### src/rtl/vga_fb_scanout.sv
// -----------------------------------------------------------------------------
// vga_fb_scanout
//
// Read side of a 160x120x12-bit framebuffer. Generates 640x480@60 VGA timing
// from clk with a pixel-clock enable, reads the framebuffer with 4x pixel
// replication and drives RGB444 plus active-low hsync/vsync. Colour and both
// syncs of a pixel leave on the same clk edge.
//
// Ports
//   clk          in   system clock
//   rst          in   asynchronous, active-high reset
//   rd_en        out  framebuffer read strobe, one clk per visible pixel
//   rd_addr      out  framebuffer word address y*FB_W + x (holds between reads)
//   rd_data      in   pixel {R[11:8],G[7:4],B[3:0]}, valid RAM_LAT clk after rd_en
//   vga_r/g/b    out  colour, forced to 0 during blanking
//   vga_hs       out  horizontal sync, active low
//   vga_vs       out  vertical sync, active low
//   frame_start  out  one-clk pulse when the scan counters wrap to (0,0)
// -----------------------------------------------------------------------------
module vga_fb_scanout #(
    parameter int PIX_DIV  = 2,
    parameter int H_ACTIVE = 640,
    parameter int H_FP     = 16,
    parameter int H_SYNC   = 96,
    parameter int H_BP     = 48,
    parameter int V_ACTIVE = 480,
    parameter int V_FP     = 10,
    parameter int V_SYNC   = 2,
    parameter int V_BP     = 33,
    parameter int FB_W     = 160,
    parameter int FB_H     = 120,
    parameter int SCALE_SH = 2,
    parameter int RAM_LAT  = 1
) (
    input  logic        clk,
    input  logic        rst,
    output logic        rd_en,
    output logic [14:0] rd_addr,
    input  logic [11:0] rd_data,
    output logic [3:0]  vga_r,
    output logic [3:0]  vga_g,
    output logic [3:0]  vga_b,
    output logic        vga_hs,
    output logic        vga_vs,
    output logic        frame_start
);

    localparam int H_TOTAL = H_ACTIVE + H_FP + H_SYNC + H_BP;
    localparam int V_TOTAL = V_ACTIVE + V_FP + V_SYNC + V_BP;
    localparam int DIV_W   = (PIX_DIV > 1) ? $clog2(PIX_DIV) : 1;
    localparam int HW      = $clog2(H_TOTAL);
    localparam int VW      = $clog2(V_TOTAL);

    localparam logic [DIV_W-1:0] DIV_LAST = DIV_W'(PIX_DIV - 1);
    localparam logic [HW-1:0]    H_LAST   = HW'(H_TOTAL - 1);
    localparam logic [HW-1:0]    H_ACT    = HW'(H_ACTIVE);
    localparam logic [HW-1:0]    HS_BEG   = HW'(H_ACTIVE + H_FP);
    localparam logic [HW-1:0]    HS_END   = HW'(H_ACTIVE + H_FP + H_SYNC);
    localparam logic [VW-1:0]    V_LAST   = VW'(V_TOTAL - 1);
    localparam logic [VW-1:0]    V_ACT    = VW'(V_ACTIVE);
    localparam logic [VW-1:0]    VS_BEG   = VW'(V_ACTIVE + V_FP);
    localparam logic [VW-1:0]    VS_END   = VW'(V_ACTIVE + V_FP + V_SYNC);
    localparam logic [14:0]      FB_W15   = 15'(FB_W);
    localparam logic [14:0]      FB_Y_MAX = 15'(FB_H - 1);

    // Scan generator state
    logic [DIV_W-1:0] div_q, div_d;
    logic [HW-1:0]    h_cnt_q, h_cnt_d;
    logic [VW-1:0]    v_cnt_q, v_cnt_d;
    logic             frame_start_q, frame_start_d;

    // Stage 1: read request plus the pixel's flags, captured on the tick edge
    logic             rd_en_q, rd_en_d;
    logic [14:0]      rd_addr_q, rd_addr_d;
    logic             vis_s1_q, vis_s1_d;
    logic             hs_s1_q, hs_s1_d;
    logic             vs_s1_q, vs_s1_d;

    // Delay line matching the framebuffer read latency
    logic [RAM_LAT-1:0] stb_pipe_q, stb_pipe_d;
    logic [RAM_LAT-1:0] vis_pipe_q, vis_pipe_d;
    logic [RAM_LAT-1:0] hs_pipe_q, hs_pipe_d;
    logic [RAM_LAT-1:0] vs_pipe_q, vs_pipe_d;

    // Pin registers
    logic [11:0]      rgb_q, rgb_d;
    logic             hs_q, hs_d;
    logic             vs_q, vs_d;

    logic             tick;
    logic             visible;
    logic             hs_now;
    logic             vs_now;
    logic [14:0]      fb_x;
    logic [14:0]      fb_y_raw;
    logic [14:0]      fb_y;

    // NOTE: every signal assigned in always_comb gets a default at the top of
    // the block, so no path can leave it unassigned and infer a latch.
    always_comb begin
        tick    = (div_q == DIV_LAST);
        visible = (h_cnt_q < H_ACT) && (v_cnt_q < V_ACT);
        hs_now  = !((h_cnt_q >= HS_BEG) && (h_cnt_q < HS_END));
        vs_now  = !((v_cnt_q >= VS_BEG) && (v_cnt_q < VS_END));

        div_d         = tick ? '0 : div_q + 1'b1;
        h_cnt_d       = h_cnt_q;
        v_cnt_d       = v_cnt_q;
        frame_start_d = 1'b0;
        if (tick) begin
            if (h_cnt_q == H_LAST) begin
                h_cnt_d = '0;
                if (v_cnt_q == V_LAST) begin
                    v_cnt_d       = '0;
                    frame_start_d = 1'b1;
                end else begin
                    v_cnt_d = v_cnt_q + 1'b1;
                end
            end else begin
                h_cnt_d = h_cnt_q + 1'b1;
            end
        end

        // Pixel replication is just dropping the low coordinate bits. The y
        // clamp only matters if the timing parameters outgrow the framebuffer.
        fb_x     = 15'(h_cnt_q >> SCALE_SH);
        fb_y_raw = 15'(v_cnt_q >> SCALE_SH);
        fb_y     = (fb_y_raw > FB_Y_MAX) ? FB_Y_MAX : fb_y_raw;

        rd_en_d   = tick && visible;
        rd_addr_d = rd_en_d ? (fb_y * FB_W15 + fb_x) : rd_addr_q;

        // Flags are held between ticks so that the free-running delay line
        // below presents a stable value for the whole pixel period.
        vis_s1_d = tick ? visible : vis_s1_q;
        hs_s1_d  = tick ? hs_now  : hs_s1_q;
        vs_s1_d  = tick ? vs_now  : vs_s1_q;

        stb_pipe_d    = stb_pipe_q;
        vis_pipe_d    = vis_pipe_q;
        hs_pipe_d     = hs_pipe_q;
        vs_pipe_d     = vs_pipe_q;
        stb_pipe_d[0] = rd_en_q;
        vis_pipe_d[0] = vis_s1_q;
        hs_pipe_d[0]  = hs_s1_q;
        vs_pipe_d[0]  = vs_s1_q;
        for (int i = 1; i < RAM_LAT; i++) begin
            stb_pipe_d[i] = stb_pipe_q[i-1];
            vis_pipe_d[i] = vis_pipe_q[i-1];
            hs_pipe_d[i]  = hs_pipe_q[i-1];
            vs_pipe_d[i]  = vs_pipe_q[i-1];
        end

        // rd_data is only meaningful on the strobe clk; hold it otherwise and
        // blank whenever the delayed pixel was outside the active area.
        if (!vis_pipe_q[RAM_LAT-1]) begin
            rgb_d = 12'h000;
        end else if (stb_pipe_q[RAM_LAT-1]) begin
            rgb_d = rd_data;
        end else begin
            rgb_d = rgb_q;
        end
        hs_d = hs_pipe_q[RAM_LAT-1];
        vs_d = vs_pipe_q[RAM_LAT-1];
    end

    // NOTE: sequential state uses non-blocking assignments only, so every flop
    // samples its _d value from before the edge regardless of statement order.
    always_ff @(posedge clk or posedge rst) begin
        if (rst) begin
            div_q         <= '0;
            h_cnt_q       <= '0;
            v_cnt_q       <= '0;
            frame_start_q <= 1'b0;
            rd_en_q       <= 1'b0;
            rd_addr_q     <= '0;
            vis_s1_q      <= 1'b0;
            hs_s1_q       <= 1'b1;
            vs_s1_q       <= 1'b1;
            stb_pipe_q    <= '0;
            vis_pipe_q    <= '0;
            hs_pipe_q     <= '1;
            vs_pipe_q     <= '1;
            rgb_q         <= '0;
            hs_q          <= 1'b1;
            vs_q          <= 1'b1;
        end else begin
            div_q         <= div_d;
            h_cnt_q       <= h_cnt_d;
            v_cnt_q       <= v_cnt_d;
            frame_start_q <= frame_start_d;
            rd_en_q       <= rd_en_d;
            rd_addr_q     <= rd_addr_d;
            vis_s1_q      <= vis_s1_d;
            hs_s1_q       <= hs_s1_d;
            vs_s1_q       <= vs_s1_d;
            stb_pipe_q    <= stb_pipe_d;
            vis_pipe_q    <= vis_pipe_d;
            hs_pipe_q     <= hs_pipe_d;
            vs_pipe_q     <= vs_pipe_d;
            rgb_q         <= rgb_d;
            hs_q          <= hs_d;
            vs_q          <= vs_d;
        end
    end

    assign rd_en       = rd_en_q;
    assign rd_addr     = rd_addr_q;
    assign vga_r       = rgb_q[11:8];
    assign vga_g       = rgb_q[7:4];
    assign vga_b       = rgb_q[3:0];
    assign vga_hs      = hs_q;
    assign vga_vs      = vs_q;
    assign frame_start = frame_start_q;

endmodule

### config.mk
export PLATFORM = sky130hd
export DESIGN_NAME = vga_fb_scanout
export DESIGN_NICKNAME = d
export VERILOG_FILES = /design/src/rtl/vga_fb_scanout.sv
export SDC_FILE = /design/constraint.sdc
export NUM_CORES = 1
export LEC_CHECK = 0
export BUFFER_PORTS_ARGS = -buffer_cell sky130_fd_sc_hd__buf_2
export CORE_ASPECT_RATIO = 0.75
export CORE_MARGIN = 2
export CORE_UTILIZATION = 60
export CTS_BUF_LIST = sky130_fd_sc_hd__clkbuf_16
export CTS_CLUSTER_DIAMETER = 150
export CTS_CLUSTER_SIZE = 25
export DETAILED_ROUTE_END_ITERATION = 16
export HOLD_SLACK_MARGIN = 0.03
export PLACE_DENSITY = 0.83
export RECOVER_POWER = 25
export SYNTH_ARGS = -nofsm -noshare
export SYNTH_HDL_FRONTEND = slang
export SYNTH_SLANG_ARGS = --single-unit
### constraint.sdc
create_clock -name clk -period 7.02 [get_ports clk]
set_clock_uncertainty 0.2 [all_clocks]
set_input_delay 0.351 -clock clk [delete_from_list [all_inputs] [get_ports clk]]
set_output_delay 0.351 -clock clk [all_outputs]
set_load 0.02 [all_outputs]
==> qor.yml, run 1 <==
run_status:
  outcome: "complete, but fails checks"
  failed_checks: "max-capacitance violations, max-slew violations"
critical_path:
  crit_family: "compound AO/OA/AOI/OAI gates"
  cpPeakStageDelay_ns: 0.48
  crit_type: "reg -> reg"
  crit_fanout: 8
  cp-start-kind: "flop"
  crit_path_frequent_cell: "ha_1"
  path_depth: 12
  reg2reg_setup_slack_ns: 2.84
  r2r_start: "v_cnt_q[7]"
  crit_chain: "and3_1 > a21oi_1 > nand2b_1 > ha_1 > ha_1 > inv_1 > fa_1 > and3b_1 > a32o_2 > or4b_4 > o311a_1 > o31ai_1"
  cp.arrival_ns: 4.19
  rr_worst_depth: 12
  cp.buffers_inverters: 1
  endpoint_kind: "flop"
  required_ns: 7.03
  worst_r2r_endpoint: "rd_addr[14]"
  slowest_stage: "or4b_4"
clock_tree:
  hold_buffers: 0
  clockBufferDepth: 2
  cts_resized: 0
  htree_levels: 3
  cts_made_buffers: 9
  cts_tree: "built"
  clkLatencyLatePin_ns: 0.32
  path_clk_slew_ns: 0.05
  cts_setup_buffers: 0
  clock_sinks: 59
  clockRootBuffer: "clkbuf_16"
synth:
  synth_edf_count: 0
  syn_inst: 293
  async_flop_share_pct: 100
  yosysSeqAreaShare_pct: 48.6
  synthDistinctLibCells: 47
  yosysMostFrequentCell: "dfrtp_1"
  synthFlopType: "dfrtp_1"
  syn_nets: 326
  synth_area_per_cell_um2: 10.4
  ys_top_cells_by_area: "dfrtp_1, ha_1, dfstp_2"
  ys_warn_count: 0
  synth_top_area_cell: "dfrtp_1"
  synth_top_area_share_pct: 43.4
  syn_area_um2: 3050
  netlist_top_cells_count: "dfrtp_1, nand2_1, nor2_1"
  ys_seq_elements: 59
min_path:
  holdPathStages: 3
  worstHoldEndpoint: "rgb_q[4]"
  min_from: "rd_data[4]"
  hold_class: "in -> reg"
routing:
  wl_met2_um: 2830
  vias: 2308
  dr.pass1.iters: 4
  route.layer.met1.wl_um: 2870
  top_layer: "met4"
  met3_length_um: 310
  drc: 0
  routedWlPerCell_um: 15.0
  wl_um: 6090
  ant_nets: 0
  drtIter0Drc: 148
  vias_per_cell: 5.68
power:
  power.internal_mw: 0.623
  p_comb_share_pct: 3.3
  seqPwrFrac_pct: 44.0
  p_per_area_nw_per_um2: 218
  power_mw: 0.787
  p_sw_share_pct: 20.9
  power_leakage_nw: 1.91
  pwr-share-clk_pct: 52.7
  ir_drop_mv: 0.165
  switchingPower_mw: 0.164
run:
  max-cap-violations: 1
layout:
  fin_util_pct: 73.6
  layout.nets: 374
  syn_to_final_growth_pct: 18.1
  diodes: 0
  final_design_area_no_fill_um2: 3610
  drive_gt1_share_pct: 22.5
  fillers: 370
global_route:
  grt_pass1_vias: 2318
  grt_max_degree: 60
  grt_usage_pct: 24.1
  grt.overflow.total: 0
  grt_pass1_wl_um: 10600
  antenna_found_initial: 0
timing:
  rsz0062_at_grt: "false"
  period_share_pct: 59.6
  drv_slew: 60
  fmax_mhz: 239
  hold_violations: 0
  period_minus_slack_ns: 4.18
  fin_ws_ns: 2.84
  tns_ns: 0
  finalSetupViolations: 0
  relSlewSlack_pct: -104
  max_slew.worst_pin.slew_ns: 3.07
floorplanning:
  core_area_um2: 4900
  die_h_um: 65.8
  io_pins: 45
  die_x_um: 86.4
  rows: 22
  start_util_pct: 62.3
  dieArea_um2: 5680
placement:
  port_buffers: 44
  dp_hpwl_um: 4180
  routabilityCongestion: 0.887
  dpl_cell_area_um2: 3330
  place_ws_ns: 2.93
## cells by family (layout without fill, tap and decap cells)
group                      count (synthesis)  count (layout)  synth area share [%]
other                                      1               1                 0.123
adders and majority gates                 19              19                  8.28
and+or+nand+nor                          117             117                  20.2
AOI/OAI and AO/OA                         36              36                  8.15
muxes                                     13              13                  4.30
DFF                                       59              59                  48.6
xor gates and xnor gates                  26              26                  7.46
buffers and inverters                     22              75                  2.87
## sequential cells by signal (all words and copies together) (netlist names), 10 cells and up
| name | count |
|---|---|
| rd_addr | 15 |
| v_cnt_q | 10 |
| h_cnt_q | 10 |
| rgb_q | 12 |
## how the worst max path moves through the flow
stage | startpoint | endpoint
after floorplan | v_cnt_q[7] | rd_addr[14]
after global placement | v_cnt_q[7] | rd_addr[14]
after detailed placement | v_cnt_q[7] | rd_addr[14]
after CTS | v_cnt_q[7] | rd_addr[14]
after global routing | v_cnt_q[6] | rd_addr[14]
final | v_cnt_q[7] | rd_addr[14]
## stage by stage
| step | cells | hold slack [ns] |
|---|---|---|
| 6_report | 406 | 0.101 |
| 3_3_place_gp | 390 | 0.146 |
| 5_1_grt | 406 | 0.123 |
| 3_5_place_dp | 390 | 0.147 |
| 2_1_floorplan | 293 | 0.145 |
| 4_1_cts | 406 | 0.0581 |
## power by group through the flow
stage	Sequential (mW)	Clock, mW	Combinational (mW)
floorplan	0.357	0	0.0108
global placement	0.352	0	0.0259
detailed placement	0.352	0	0.0265
CTS	0.347	0.421	0.0268
global route	0.347	0.434	0.0292
finish	0.347	0.415	0.0256
## layout make-up
type,instances,area (um2),area share (%)
repair buffers,46,231,6.42
clock inverters,7,60.1,1.66
well taps,60,75.1,2.08
flip-flops and latches,59,1480,41.1
clock buffers,9,225,6.24
inverters,13,48.8,1.35
multi-input cells,212,1480,41.1
## metal layers
layer | vias to the layer above | global-route usage [%]
met1 | 1125 | 32.6
li1 | 1101 | -
met5 | - | 0
met4 | 0 | 8.01
met2 | 74 | 37.7
met3 | 8 | 6.74
## layout by cell type, fill, tap and decap left out, types with 4 or more instances in the layout
| cell | instances |
|---|---|
| dfrtp_1 | 53 |
| buf_2 | 44 |
| nand2_1 | 35 |
| nor2_1 | 19 |
| ha_1 | 17 |
| nor2b_1 | 14 |
| xnor2_1 | 14 |
| inv_1 | 13 |
| mux2i_1 | 12 |
| xor2_1 | 12 |
| nand3_1 | 10 |
| clkbuf_16 | 9 |
| and3_1 | 8 |
| o21ai_1 | 7 |
| a21oi_1 | 6 |
| o21ai_0 | 6 |
| or2_2 | 5 |
| nand4_1 | 5 |
| a21o_1 | 4 |
| nand2b_1 | 4 |
| dfstp_2 | 4 |
## worst min-delay path: stages
cell	delay [ns]
buf_2	0.07
mux2i_1	0.05
nor2b_1	0.10
Power figures use the tool's default switching activity.
==> inputs of run 2 (changes only) <==
--- a/config.mk
+++ b/config.mk
@@ -8,13 +8,13 @@
 export BUFFER_PORTS_ARGS = -buffer_cell sky130_fd_sc_hd__buf_2
 export CORE_ASPECT_RATIO = 0.75
 export CORE_MARGIN = 2
-export CORE_UTILIZATION = 60
+export CORE_UTILIZATION = 57
 export CTS_BUF_LIST = sky130_fd_sc_hd__clkbuf_16
 export CTS_CLUSTER_DIAMETER = 150
 export CTS_CLUSTER_SIZE = 25
 export DETAILED_ROUTE_END_ITERATION = 16
 export HOLD_SLACK_MARGIN = 0.03
-export PLACE_DENSITY = 0.83
+export PLACE_DENSITY = 0.8
 export RECOVER_POWER = 25
 export SYNTH_ARGS = -nofsm -noshare
 export SYNTH_HDL_FRONTEND = slang
==> constraint.sdc (replaced) <==
create_clock -name clk -period 4.2 [get_ports clk]
set_clock_uncertainty 0.2 [all_clocks]
set_input_delay 0.21 -clock clk [delete_from_list [all_inputs] [get_ports clk]]
set_output_delay 0.21 -clock clk [all_outputs]
set_load 0.02 [all_outputs]
==> run 2 against run 1 <==
Against the previous run:
- highest routed layer unchanged
- setup slack got worse by 2.5 ns
- the run now ends clean
- first-iteration DRC count fell by 8.8%
- total power rose by 76%
- die area rose by 5.0%
==> qor.yml, run 2 (synthesis results as in run 1) <==
clock_tree:
  clock_sinks: 59
  cts_made_buffers: 9
  path_clk_slew_ns: 0.05
  clockBufferDepth: 2
  cts_tree: "built"
  htree_levels: 3
  cts_setup_buffers: 0
  clockRootBuffer: "clkbuf_16"
  clkLatencyLatePin_ns: 0.32
timing:
  hold_violations: 0
  tns_ns: 0
  max_slew.worst_pin.slew_ns: 0.727
  finalSetupViolations: 0
  drv_slew: 0
  period_minus_slack_ns: 3.82
  fmax_mhz: 262
  rsz0062_at_grt: "false"
  relSlewSlack_pct: 51.5
  period_share_pct: 90.9
run:
  max-cap-violations: 0
power:
  seqPwrFrac_pct: 41.8
  power.internal_mw: 1.11
  p_per_area_nw_per_um2: 366
  power_leakage_nw: 1.95
  power_mw: 1.39
  ir_drop_mv: 0.286
  switchingPower_mw: 0.277
  p_comb_share_pct: 3.9
  p_sw_share_pct: 20.0
  pwr-share-clk_pct: 54.2
floorplanning:
  core_area_um2: 5270
  die_x_um: 88.5
  start_util_pct: 58.0
  die_h_um: 67.4
  io_pins: 45
  rows: 23
  dieArea_um2: 5970
layout:
  diodes: 0
  syn_to_final_growth_pct: 23.8
  largest_reg_flops: 15
  layout.nets: 389
  final_common_cell: "dfrtp_1"
  multi_input_area_um2: 1480
  drive_gt1_share_pct: 19.4
  fillers: 379
  seq_area_um2: 1480
  most-common-layout-cells: "dfrtp_1, nand2_1, buf_2"
routing:
  wl_met2_um: 3040
  vias: 2364
  wl_um: 6550
  routedWlPerCell_um: 15.1
  route.layer.met1.wl_um: 2920
  vias_per_cell: 5.43
  top_layer: "met4"
  drc: 0
  met3_length_um: 406
  drtIter0Drc: 135
  dr.pass1.iters: 4
  ant_nets: 0
min_path:
  hold_class: "reg -> reg"
  holdPathStages: 0
  min_from: "vs_d"
  worstHoldEndpoint: "vga_vs"
critical_path:
  crit_type: "reg -> reg"
  crit_path_frequent_cell: "ha_1"
  r2r_start: "v_cnt_q[7]"
  crit_fanout: 7
  cp-start-kind: "flop"
  cp.buffers_inverters: 1
  rr_worst_depth: 12
  cpPeakStageDelay_ns: 0.50
  crit_family: "simple AND/OR/NAND/NOR gates"
  endpoint_kind: "flop"
  worst_r2r_endpoint: "rd_addr[14]"
  required_ns: 4.24
  crit_chain: "and3_1 > a21oi_1 > nand2b_1 > ha_1 > ha_1 > inv_1 > fa_1 > and3b_1 > a32o_2 > or4b_4 > o311a_1 > o31ai_1"
  reg2reg_setup_slack_ns: 0.38
  cp.arrival_ns: 3.85
  slowest_stage: "or4b_4"
run_status:
  outcome: "finished, final reports clean"
global_route:
  grt_pass1_vias: 2337
  grt_max_degree: 41
  grt_usage_pct: 23.8
  grt.overflow.total: 0
  grt_pass1_wl_um: 10500
  antenna_found_initial: 0
placement:
  port_buffers: 44
  routabilityCongestion: 0.834
  dp_hpwl_um: 4190
run 2: stage by stage:
step / hold slack [ns] / setup WS, ns / utilization [%] / cells / cell area (um2)
2_1_floorplan: 0.145 / 0.522 / - / 293 / 3050
3_3_place_gp: 0.0149 / 0.532 / 63.8 / 407 / 3360
3_5_place_dp: 0.0195 / 0.438 / 63.8 / 407 / 3360
4_1_cts: 0.156 / 0.400 / 72.1 / 435 / 3800
5_1_grt: 0.157 / 0.143 / 71.8 / 435 / 3780
6_report: 0.155 / 0.384 / 71.8 / 435 / 3780
run 2: worst max-delay path by stage:
stage / startpoint / to / slack (ns) / cells past startpoint
CTS: v_cnt_q[7] / rd_addr[14] / 0.40 / 12
global placement: v_cnt_q[7] / rd_addr[14] / 0.53 / 12
floorplan: v_cnt_q[7] / rd_addr[14] / 0.52 / 12
finish: v_cnt_q[7] / rd_addr[14] / 0.38 / 12
global route: v_cnt_q[7] / rd_addr[14] / 0.14 / 12
detailed placement: v_cnt_q[7] / rd_addr[14] / 0.44 / 12
run 2: cell type report:
type                    count  share of cell area, %
clock inverters             6                   2.15
flip-flops and latches     59                   39.2
clock buffers               9                   5.95
inverters                  13                   1.29
multi-input cells         212                   39.2
repair buffers             61                   9.69
well taps                  75                   2.48
run 2: worst reg2reg max path, cell delays in order (launching register included):
cell	delay (ns)
dfrtp_1	0.45
and3_1	0.23
a21oi_1	0.29
nand2b_1	0.14
ha_1	0.22
ha_1	0.22
inv_1	0.08
fa_1	0.46
and3b_1	0.24
a32o_2	0.15
or4b_4	0.50
o311a_1	0.38
o31ai_1	0.18
run 2: metal layers:
layer / track usage, % / vias to the layer above
li1: - / 1129
met1: 28.9 / 1130
met2: 38.2 / 82
met3: 6.97 / 23
met4: 13.8 / 0
met5: 0 / -
run 2: timing repair:
action,CTS,global route
hold endpoints to repair,31,0
hold buffers,13,0
gates resized for setup,0,0
run 2: power by group through the flow:
stage	Sequential (mW)	Clock, mW	Combinational [mW]
after detailed placement	0.588	0	0.0445
after floorplan	0.596	0	0.0180
final	0.580	0.751	0.0546
after CTS	0.579	0.768	0.0540
after global routing	0.580	0.791	0.0604
after global placement	0.588	0	0.0433
==> inputs of run 3 (changes only) <==
--- a/config.mk
+++ b/config.mk
@@ -7,7 +7,7 @@
 export LEC_CHECK = 0
 export BUFFER_PORTS_ARGS = -buffer_cell sky130_fd_sc_hd__buf_2
 export CORE_ASPECT_RATIO = 0.75
-export CORE_MARGIN = 2
+export CORE_MARGIN = 3
 export CORE_UTILIZATION = 57
 export CTS_BUF_LIST = sky130_fd_sc_hd__clkbuf_16
 export CTS_CLUSTER_DIAMETER = 150
==> run 3 against run 2 <==
Against the previous run:
- hold slack got worse by 0.0011 ns
- cell count fell by 0.69%
- die area rose by 5.3%
- clock power fell by 6.1%
- count of clock-buffer cells in the layout did not move
- sequential power barely moved
- register-to-register slack got worse by 0.19 ns
- combinational power fell by 3%
- first-iteration DRC count fell by 23%
- maximum frequency fell by 4.7%
- via count fell by 2.6%
==> qor.yml, run 3 (synthesis results as in run 1) <==
clock_tree:
  clkLatencyLatePin_ns: 0.33
  htree_levels: 3
  cts_tree: "built"
  path_clk_slew_ns: 0.05
  clockBufferDepth: 2
  cts_made_buffers: 9
  cts_resized: 0
  cts_setup_buffers: 0
  hold_buffers: 13
  clockRootBuffer: "clkbuf_16"
  clock_sinks: 59
critical_path:
  crit_chain: "and3_1 > a21oi_1 > nand2b_1 > ha_1 > ha_1 > inv_1 > fa_1 > and3b_1 > a32o_2 > or4b_4 > a2111oi_0 > o31ai_1"
  cpPeakStageDelay_ns: 0.48
  endpoint_kind: "flop"
  slowest_stage: "or4b_4"
  cp-start-kind: "flop"
  crit_type: "reg -> reg"
  cp.arrival_ns: 3.98
  rr_worst_depth: 12
  required_ns: 4.17
  crit_fanout: 7
  crit_path_frequent_cell: "ha_1"
timing:
  drv_slew: 0
  tns_ns: 0
  whs_ns: 0.154
  period_share_pct: 95.4
  relSlewSlack_pct: 49.2
  rsz0062_at_grt: "false"
  hold_violations: 0
  finalSetupViolations: 0
  fin_ws_ns: 0.195
  period_minus_slack_ns: 4.01
  max_slew.worst_pin.slew_ns: 0.760
  fmax_mhz: 250
global_route:
  antenna_found_initial: 0
  grt_pass1_vias: 2251
  grt_max_degree: 60
  grt_usage_pct: 22.1
  grt.overflow.total: 0
  grt_pass1_wl_um: 11000
floorplanning:
  rows: 22
  dieArea_um2: 6280
  start_util_pct: 60.6
  die_h_um: 69.4
  core_area_um2: 5040
  io_pins: 45
  die_x_um: 90.5
routing:
  vias_per_cell: 5.33
  drc: 0
  vias: 2303
  dr.pass1.iters: 4
  drtIter0Drc: 104
  ant_nets: 0
  wl_um: 6530
  routedWlPerCell_um: 15.1
layout:
  final_common_cell: "dfrtp_1"
  diodes: 0
  most-common-layout-cells: "dfrtp_1, nand2_1, clkbuf_1"
  syn_to_final_growth_pct: 22.4
  largest_reg_flops: 15
  layout.nets: 388
  drive_gt1_share_pct: 15.3
  stdcell_count: 432
  final_design_area_no_fill_um2: 3740
min_path:
  holdPathStages: 0
  hold_class: "reg -> reg"
placement:
  port_buffers: 44
  dpl.cell_count: 403
  dp_hpwl_um: 4210
  dpl_cell_area_um2: 3350
  place_ws_ns: 0.308
  routabilityCongestion: 0.882
run_status:
  outcome: "finished, final reports clean"
power:
  p_per_area_nw_per_um2: 358
  ir_drop_mv: 0.258
  power_leakage_nw: 1.87
run:
  max-cap-violations: 0
run 3: changes by cell type in the layout (fill, tap and decap cells not counted):
| cell | change |
|---|---|
| clkinv_2 | +1 |
| inv_2 | +1 |
| buf_2 | -17 |
| buf_4 | -1 |
| inv_1 | -1 |
| clkinv_1 | -1 |
| clkbuf_1 | +17 |
| clkinv_4 | +1 |
| bufinv_16 | -1 |
| clkinvlp_4 | +1 |
run 3: layer usage:
metal	GRT usage [%]	wire length (um)	share of wire [%]	up-vias
met5	0	0	0	-
met2	34.5	3060	47	56
met1	28.4	2970	46	1111
li1	-	-	-	1124
met3	6.29	312	4.8	12
met4	11.0	182	2.8	0
run 3: final timing paths:
kind	from	endpoint	slack, ns
max	v_cnt_q[7]	rd_addr[14]	0.19
min	vs_d	vga_vs	0.15
max reg2reg	v_cnt_q[7]	rd_addr[14]	0.19
min reg2reg	vs_d	vga_vs	0.15
max in group asynchronous	rst	v_cnt_q[7]	2.87
min in group asynchronous	rst	rgb_q[10]	0.44
run 3: critical path: cells and delay by family (launching register included):
| family | cells | cell delay [ns] |
|---|---|---|
| fa+ha+maj | 3 | 0.91 |
| compound gates | 4 | 1.09 |
| simple gates | 4 | 1.13 |
| flops | 1 | 0.46 |
| buf+inv | 1 | 0.08 |
run 3: power by group:
group	internal (mW)	total, mW	switching [mW]
Clock	0.456	0.705	0.250
Sequential	0.576	0.579	0.00345
Combinational	0.0214	0.0529	0.0315
run 3: metrics by stage:
stage / utilization, % / power [mW]
floorplan: - / 0.614
global placement: 66.5 / 0.632
detailed placement: 66.5 / 0.632
CTS: 74.9 / 1.34
global route: 74.2 / 1.38
finish: 74.2 / 1.34
run 3: cell type report:
type,count,area (um2)
Clock inverter,7,68.8
Fill cell,383,1300
Tap cell,72,90.1
Clock buffer,9,225
Inverter,13,48.8
Multi-Input combinational cell,212,1480
Sequential cell,59,1480
Timing Repair Buffer,60,338
